===== src/rtl/sram_bus_arbiter_pkg.sv =====
// Shared types for the SRAM bus arbiter: FSM states, owner
// encoding and the access-size field width.
package sram_bus_arbiter_pkg;

   localparam int BUS_ACC_COUNT = 4;
   localparam int ACC_W_DEF     = $clog2(BUS_ACC_COUNT);

   typedef enum logic [1:0] {
      IDLE  = 2'd0,
      ISSUE = 2'd1,
      WAIT  = 2'd2
   } state_t;

   typedef enum logic {
      OWN_D = 1'b0,
      OWN_I = 1'b1
   } owner_t;

endpackage


===== src/rtl/sram_bus_arbiter_slot.sv =====
// Single-entry request latch: pending flag plus the captured
// request fields, held until the next accepted request.
module bus_req_slot
   import sram_bus_arbiter_pkg::*;
#(
   parameter int XLEN      = 32,
   parameter int BUS_WIDTH = 32,
   parameter int ACC_W     = ACC_W_DEF
) (
   input  logic                 clk,
   input  logic                 rst,
   input  logic                 load,
   input  logic                 clear,
   input  logic [XLEN-1:0]      req_addr,
   input  logic                 req_w_rb,
   input  logic [ACC_W-1:0]     req_acc,
   input  logic [BUS_WIDTH-1:0] req_wdata,
   output logic                 pending,
   output logic [XLEN-1:0]      addr,
   output logic                 w_rb,
   output logic [ACC_W-1:0]     acc,
   output logic [BUS_WIDTH-1:0] wdata
);

   // A load granted on the same edge never becomes pending.
   always_ff @(posedge clk or posedge rst) begin
      if (rst) begin
         pending <= 1'b0;
         addr    <= '0;
         w_rb    <= 1'b0;
         acc     <= '0;
         wdata   <= '0;
      end else begin
         if (clear)
            pending <= 1'b0;
         else if (load)
            pending <= 1'b1;
         if (load) begin
            addr  <= req_addr;
            w_rb  <= req_w_rb;
            acc   <= req_acc;
            wdata <= req_wdata;
         end
      end
   end

endmodule


===== src/rtl/sram_bus_arbiter.sv =====
// Two-master arbiter for the SRAM controller bus: data side has
// priority, bounded by a starvation limit, with a response timeout.
module sram_bus_arbiter
   import sram_bus_arbiter_pkg::*;
#(
   parameter int XLEN         = 32,
   parameter int BUS_WIDTH    = 32,
   parameter int ACC_W        = ACC_W_DEF,
   parameter int STARVE_LIMIT = 4,
   parameter int TIMEOUT      = 255
) (
   input  logic                 clk,
   input  logic                 rst,
   input  logic [XLEN-1:0]      d_addr,
   input  logic                 d_w_rb,
   input  logic [ACC_W-1:0]     d_acc,
   input  logic [BUS_WIDTH-1:0] d_wdata,
   input  logic                 d_req,
   output logic [BUS_WIDTH-1:0] d_rdata,
   output logic                 d_resp,
   output logic                 d_fault,
   input  logic [XLEN-1:0]      i_addr,
   input  logic                 i_w_rb,
   input  logic [ACC_W-1:0]     i_acc,
   input  logic [BUS_WIDTH-1:0] i_wdata,
   input  logic                 i_req,
   output logic [BUS_WIDTH-1:0] i_rdata,
   output logic                 i_resp,
   output logic                 i_fault,
   output logic [XLEN-1:0]      addr,
   output logic                 w_rb,
   output logic [ACC_W-1:0]     acc,
   output logic [BUS_WIDTH-1:0] wdata,
   output logic                 req,
   input  logic [BUS_WIDTH-1:0] rdata,
   input  logic                 resp,
   input  logic                 fault
);

   localparam int STREAK_W = $clog2(STARVE_LIMIT + 1);
   localparam int CNT_W    = $clog2(TIMEOUT + 1);
   localparam logic [STREAK_W-1:0] LIMIT = STREAK_W'(STARVE_LIMIT);
   localparam logic [CNT_W-1:0]    CNT_LOAD = CNT_W'(TIMEOUT - 1);

   state_t               state, state_next;
   owner_t               owner;
   logic [STREAK_W-1:0]  streak;
   logic [CNT_W-1:0]     cnt;

   logic                 d_pend, i_pend;
   logic                 d_busy, i_busy;
   logic                 d_take, i_take;
   logic                 d_avail, i_avail;
   logic                 pick_i, grant, done;

   logic [XLEN-1:0]      d_s_addr, i_s_addr;
   logic                 d_s_w_rb, i_s_w_rb;
   logic [ACC_W-1:0]     d_s_acc, i_s_acc;
   logic [BUS_WIDTH-1:0] d_s_wdata, i_s_wdata;

   assign d_busy = (state != IDLE) && (owner == OWN_D);
   assign i_busy = (state != IDLE) && (owner == OWN_I);
   assign d_take = d_req && !d_pend && !d_busy;
   assign i_take = i_req && !i_pend && !i_busy;

   // Incoming requests bypass into arbitration for 1-cycle latency.
   assign d_avail = d_pend || d_take;
   assign i_avail = i_pend || i_take;
   assign pick_i  = i_avail && (!d_avail || streak >= LIMIT);
   assign grant   = (state == IDLE) && (d_avail || i_avail);
   assign done    = (state == WAIT) && (resp || cnt == '0);

   bus_req_slot #(
      .XLEN(XLEN), .BUS_WIDTH(BUS_WIDTH), .ACC_W(ACC_W)
   ) u_d_slot (
      .clk(clk), .rst(rst),
      .load(d_take), .clear(grant && !pick_i),
      .req_addr(d_addr), .req_w_rb(d_w_rb),
      .req_acc(d_acc), .req_wdata(d_wdata),
      .pending(d_pend), .addr(d_s_addr), .w_rb(d_s_w_rb),
      .acc(d_s_acc), .wdata(d_s_wdata)
   );

   bus_req_slot #(
      .XLEN(XLEN), .BUS_WIDTH(BUS_WIDTH), .ACC_W(ACC_W)
   ) u_i_slot (
      .clk(clk), .rst(rst),
      .load(i_take), .clear(grant && pick_i),
      .req_addr(i_addr), .req_w_rb(i_w_rb),
      .req_acc(i_acc), .req_wdata(i_wdata),
      .pending(i_pend), .addr(i_s_addr), .w_rb(i_s_w_rb),
      .acc(i_s_acc), .wdata(i_s_wdata)
   );

   always_ff @(posedge clk or posedge rst) begin
      if (rst) begin
         state  <= IDLE;
         owner  <= OWN_D;
         streak <= '0;
         cnt    <= '0;
      end else begin
         state <= state_next;
         if (grant) begin
            owner <= pick_i ? OWN_I : OWN_D;
            if (pick_i || !i_avail)
               streak <= '0;
            else if (streak != LIMIT)
               streak <= streak + 1'b1;
         end
         if (state == ISSUE)
            cnt <= CNT_LOAD;
         else if (state == WAIT && cnt != '0)
            cnt <= cnt - 1'b1;
      end
   end

   always_comb begin
      state_next = state;
      unique case (state)
         IDLE:    if (grant) state_next = ISSUE;
         ISSUE:   state_next = WAIT;
         WAIT:    if (done) state_next = IDLE;
         default: state_next = IDLE;
      endcase
   end

   // Slot fields stay frozen while owned, so the bus holds stable.
   assign addr  = (owner == OWN_I) ? i_s_addr  : d_s_addr;
   assign w_rb  = (owner == OWN_I) ? i_s_w_rb  : d_s_w_rb;
   assign acc   = (owner == OWN_I) ? i_s_acc   : d_s_acc;
   assign wdata = (owner == OWN_I) ? i_s_wdata : d_s_wdata;
   assign req   = (state == ISSUE);

   assign d_resp  = done && (owner == OWN_D);
   assign i_resp  = done && (owner == OWN_I);
   assign d_fault = d_resp && (resp ? fault : 1'b1);
   assign i_fault = i_resp && (resp ? fault : 1'b1);
   assign d_rdata = (d_resp && resp) ? rdata : '0;
   assign i_rdata = (i_resp && resp) ? rdata : '0;

   a_d_proto: assert property (@(posedge clk) disable iff (rst)
      !(d_req && (d_pend || d_busy)));
   a_i_proto: assert property (@(posedge clk) disable iff (rst)
      !(i_req && (i_pend || i_busy)));

endmodule


===== config.mk =====
export PLATFORM = sky130hd
export DESIGN_NAME = sram_bus_arbiter
export DESIGN_NICKNAME = d
export VERILOG_FILES = /design/src/rtl/sram_bus_arbiter_pkg.sv /design/src/rtl/sram_bus_arbiter_slot.sv /design/src/rtl/sram_bus_arbiter.sv
export SDC_FILE = /design/constraint.sdc
export NUM_CORES = 1
export LEC_CHECK = 0
export CORE_MARGIN = 3
export CORE_UTILIZATION = 46
export DETAILED_ROUTE_END_ITERATION = 6
export GPL_ROUTABILITY_DRIVEN = 0
export PLACE_DENSITY_LB_ADDON = 0.1
export SETUP_SLACK_MARGIN = 0.5
export SYNTH_ARGS = -nofsm -noshare
export SYNTH_HDL_FRONTEND = slang
export SYNTH_SLANG_ARGS = --single-unit
export TNS_END_PERCENT = 100

===== constraint.sdc =====
create_clock -name clk -period 12.8 [get_ports clk]
set_input_delay 1.28 -clock clk [delete_from_list [all_inputs] [get_ports clk]]
set_output_delay 1.28 -clock clk [all_outputs]
set_load 0.03 [all_outputs]

---- Yosys cells after proc, flatten, opt, wreduce, memory -nomap -nowiden ----
Index checks and enable logic that the tools add are counted.
word-level totals
  flip-flop bits (word level) ............. 150
  word-level logic and storage cells ...... 83
operators by class
  $add $sub $neg .......................... 2
  magnitude comparators ................... 1
  equality and inequality tests ........... 5
  multiplexer cells ....................... 19
  bitwise operators ....................... 1
  reduce and logical (&&, ||, !) cells .... 41
operator list
  operator             number
  $mux 32              4
  $logic_and 1x1->1    18
  $mux 8               2
  $reduce_bool 2->1    5
  $logic_not 8->1      1
  $reduce_bool 8->1    1
  $sub 8x1->8 const B  1
  $logic_not 1->1      7
  $mux 1               7
  $logic_or 1x1->1     6
  $mux 2               3
  $mux 3               2
  $pmux 2 s3           1
  $ne 2x2->1 const B   2
  $reduce_and 2->1     2
  $add 3x1->3 const B  1
  $ge 3x3->1 const B   1
  $ne 3x3->1 const B   1
  $eq 2x1->1 const B   1
  $eq 2x2->1 const B   1
  $logic_not 2->1      1
  $not 1->1            1

---- Depth between registers and ports, before layout ----
  depth in word-level cells ............... 11
  depth in mapped cells ................... 6
  depth with buffers taken out ............ 5

---- Modules after synthesis ----
Synthesis repeated with hierarchy kept, for this count alone.
second synthesis, totals
  cell total of the unflattened synthesis .. 546
  area, all modules ....................... 7384.6 um^2
by module, submodules not included
  module            instances  cells each  area each (um^2)
  bus_req_slot      2          145         2606.2
  sram_bus_arbiter  1          256         2172.1

---- Worst setup path before layout ----
Ideal clock, no wire load.
  path kind ............................... input -> output
  from .................................... in resp
  to ...................................... out d_fault
  arrival ................................. 2.397 ns
  data required time ...................... 11.520 ns
  setup slack ............................. 9.123 ns
  cell stages on the path ................. 2
  cell sequence ........................... o21ba_2 nor4_1
on the way
  word-level cells in the longest chain between the ends .. 4
  elaborated cells on any way between the ends .. 5
  classes of those cells .................. mux (1); reduce/logical (4)
ends and longest elaborated chain
  item                 RTL line                 text
  start: declaration   sram_bus_arbiter.sv:36   input logic resp,
  $logic_or 1x1->1     sram_bus_arbiter.sv:71   assign done = (state == WAIT) && (resp || cnt == '0);
  $logic_and 1x1->1    sram_bus_arbiter.sv:71
  $logic_and 1x1->1    sram_bus_arbiter.sv:134  assign d_resp = done && (owner == OWN_D);
  $logic_and 1x1->1 *  sram_bus_arbiter.sv:136  assign d_fault = d_resp && (resp ? fault : 1'b1);
  end: declaration     sram_bus_arbiter.sv:21   output logic d_fault,
Mark *: on every way between the ends. The rest lies on a longest branch, timed or not.

---- Worst setup path in the final report ----
  from .................................... in resp
  to ...................................... out i_rdata[28]
on the way
  word-level cells in the longest chain between the ends .. 5
ends and longest elaborated chain
  item                 RTL line                 text
  $logic_or 1x1->1     sram_bus_arbiter.sv:71
  $logic_and 1x1->1    sram_bus_arbiter.sv:71
  $logic_and 1x1->1    sram_bus_arbiter.sv:135  assign i_resp = done && (owner == OWN_I);
  $logic_and 1x1->1 *  sram_bus_arbiter.sv:139  assign i_rdata = (i_resp && resp) ? rdata : '0;
  $mux 32 *            sram_bus_arbiter.sv:139
  end: declaration     sram_bus_arbiter.sv:27   output logic [BUS_WIDTH-1:0] i_rdata,
Marked as above.

==> metrics <==
Clock transition at path regs approximately 0.06 ns; final instance area 10900 µm²; Final Setup Violations 0; vias per cell 5.08; Data arrival, critical path 3.47 ns; Design Power 2.81 mW; CTS H-tree lvls 4; clock sinks 150; Peak Freq 211 MHz; layout cells sized above 1 25.8%; Net Sw Frac about two fifths; core box area roughly 15000 µm²; Hold Buf Count CTS 0; fin worst setup slack 8.05 ns; critical path required time 11.52 ns; DP Area 10300 µm²; critical-path maximum fanout 32; IO Port Bufs 307; setup TNS 0 ns; routed len/inst 19.0 µm; top-level I/O count 308; drt first pass iters 4; CP max-delay cell and3_1; initial antenna violation count 1; first-pass GRT wire length approximately 30000 µm; pins over their slew limit 0; status finished clean; clk buf depth 2; CP Launch Type input port; die area ~17000 µm²; Initial Util 48.0%; non-filler cells, final 1022; Total Wirelength 19500 µm; worst vdd ir 151 µV; register area share after synthesis approximately 53%; die width 131 µm; CP Cell Sequence clkdlybuf4s50_1, and3_1, and2_1, clkdlybuf4s50_1; via count between 5000 and 6000; remaining antenna violation count 0; ratio of final minimum period to clock period 37.1%; cells taking the most area after synthesis dfrtp_1, mux2_2, and2_1; final core occ 73.3%; WS Path Type input port to output port; Mapped Area 7130 µm²; HPWL after DPL approximately 14000 µm; Yosys reg bits 150; number of CTS-inserted buffers 17; Cells after Synth 526; hold_ws 0.479 ns; max cap viols 0; power per cell area 258 nW/µm²; nets 1001; vias in the first global route approximately 5700; syn avg cell area 13.6 µm²; syn nets 702; Seq pwr share a little over 30%; post-synth cell types 38; number of diodes 0; GRT overflow 0; FF-to-FF Start owner; Skew-Pair Late Insertion Delay approximately 0.42 ns; commonest cells after routing, fill and taps aside clkdlybuf4s50_1, mux2_2, dfrtp_1; Most Frequent Cell on Critical Path clkdlybuf4s50_1; cell taking the most area after synthesis dfrtp_1; Setup Buffers After CTS 0; Filler Cells Inserted 993; Iter 0 DRT Violations 192; R2R setup slack 9.85 ns; post-cts gate resize count 0; dpl ws 8.06 ns; P&R area growth vs syn 52.8%; Hold Crit Start u_i_slot.wdata[12]; crit-path max cell delay 0.73 ns; clk root buf clkbuf_16; clock network power share 17.8%; Synth top area share 52.6%; Final Hold Viols 0; commonest non-fill, non-tap cell in the layout clkdlybuf4s50_1; combinational power share 51.1%; cell-internal power 1.74 mW; row cnt 44; Synth Warn # 0; HP Class flip-flop to flip-flop; Worst-Margin Slew 1.08 ns; Leakage 4.48 nW; largest net degree at the start of global routing 92; TritonCTS clock tree done; Tot GR Track Use 22.6%; minimum clock period 4.75 ns; Clock Skews 0.0124 ns; Max-Slew Margin vs Limit about 28%; Sw Pwr 1.07 mW; DRC viols 0; unrepaired setup endpoints after global routing no; Critical Path Sink Type output port; placed insts 990; Critical Path Start resp; Die H roughly 130 µm
per-layer routing:
| layer | vias to the layer above | track usage [%] | part of all wire (%) |
|---|---|---|---|
| met5 | - | 0 | 0.067 |
| met3 | 28 | 7.93 | 8.0 |
| met2 | 186 | 40.8 | 52 |
| li1 | 2449 | - | - |
| met4 | 2 | 6.72 | 1.7 |
| met1 | 2528 | 25.2 | 39 |
final cells by class:
class / instances / area (µm²) / area share, %
inverters: 12 / 50.0 / 0.459
clock inverters: 15 / 168 / 1.54
well taps: 184 / 230 / 2.11
clock buffers: 17 / 425 / 3.90
repair buffers: 310 / 3100 / 28.4
multi-input cells: 334 / 3170 / 29.1
flip-flops and latches: 150 / 3760 / 34.5
final timing paths:
check,endpoint,depth (start not counted)
max in group asynchronous,u_i_slot.addr[31],3
min in group asynchronous,u_i_slot.addr[20],2
max,i_rdata[28],4
min,u_i_slot.wdata[12],1
max reg2reg,u_d_slot.addr[4],3
min reg2reg,u_i_slot.wdata[12],1
cell usage after synthesis (all sizes together):
cell type and number:
a211oi 1, a21o 1, a21oi 1, a221o 1, a22o 2, a22oi 1
a31oi 1, and2 65, and3 2, and3b 1, buf 21, clkbuf 9
dfrtp 150, ha 4, inv 12, mux2 203, mux2i 6, nand2 3
nand2b 3, nand3 2, nor2 8, nor2b 2, nor3 5, nor4 4
nor4b 2, o211ai 3, o21a 1, o21ai 7, o21ba 1, or2 1
or3b 1, or4 1, or4b 1
sequential cells by signal (all words and copies together), names as in the netlist:
| register | flops |
|---|---|
| u_d_slot.w_rb | 1 |
| u_d_slot.addr | 32 |
| u_d_slot.wdata | 32 |
| u_i_slot.addr | 32 |
| state | 2 |
| u_i_slot.pending | 1 |
| streak | 3 |
| owner | 1 |
| u_d_slot.pending | 1 |
| u_i_slot.acc | 2 |
| u_i_slot.w_rb | 1 |
| cnt | 8 |
| u_i_slot.wdata | 32 |
| u_d_slot.acc | 2 |
critical path, delay by kind of cell:
kind / cells / cell delay, ns
buffers and inverters: 2 / 1.23
AND/OR/NAND/NOR: 2 / 0.96
kinds of logic (layout without fill, tap and decap cells):
| logic type | Yosys count | in the layout | share of synthesized area (%) |
|---|---|---|---|
| buffers and inverters | 42 | 354 | 3.03 |
| AOI/OAI and AO/OA | 20 | 20 | 2.16 |
| and+or+nand+nor | 101 | 101 | 8.60 |
| adders and majority gates | 4 | 4 | 0.702 |
| DFF | 150 | 150 | 52.6 |
| muxes | 209 | 209 | 32.9 |
power groups by stage:
stage / Combinational [mW] / Clock, mW / Sequential, mW
2_1_floorplan: 0.995 / 0 / 0.791
3_3_place_gp: 1.42 / 0 / 0.859
3_5_place_dp: 1.44 / 0 / 0.882
4_1_cts: 1.46 / 0.510 / 0.876
5_1_grt: 1.52 / 0.532 / 0.907
6_report: 1.44 / 0.500 / 0.873
Note: power is estimated with default switching activity, not from simulation.
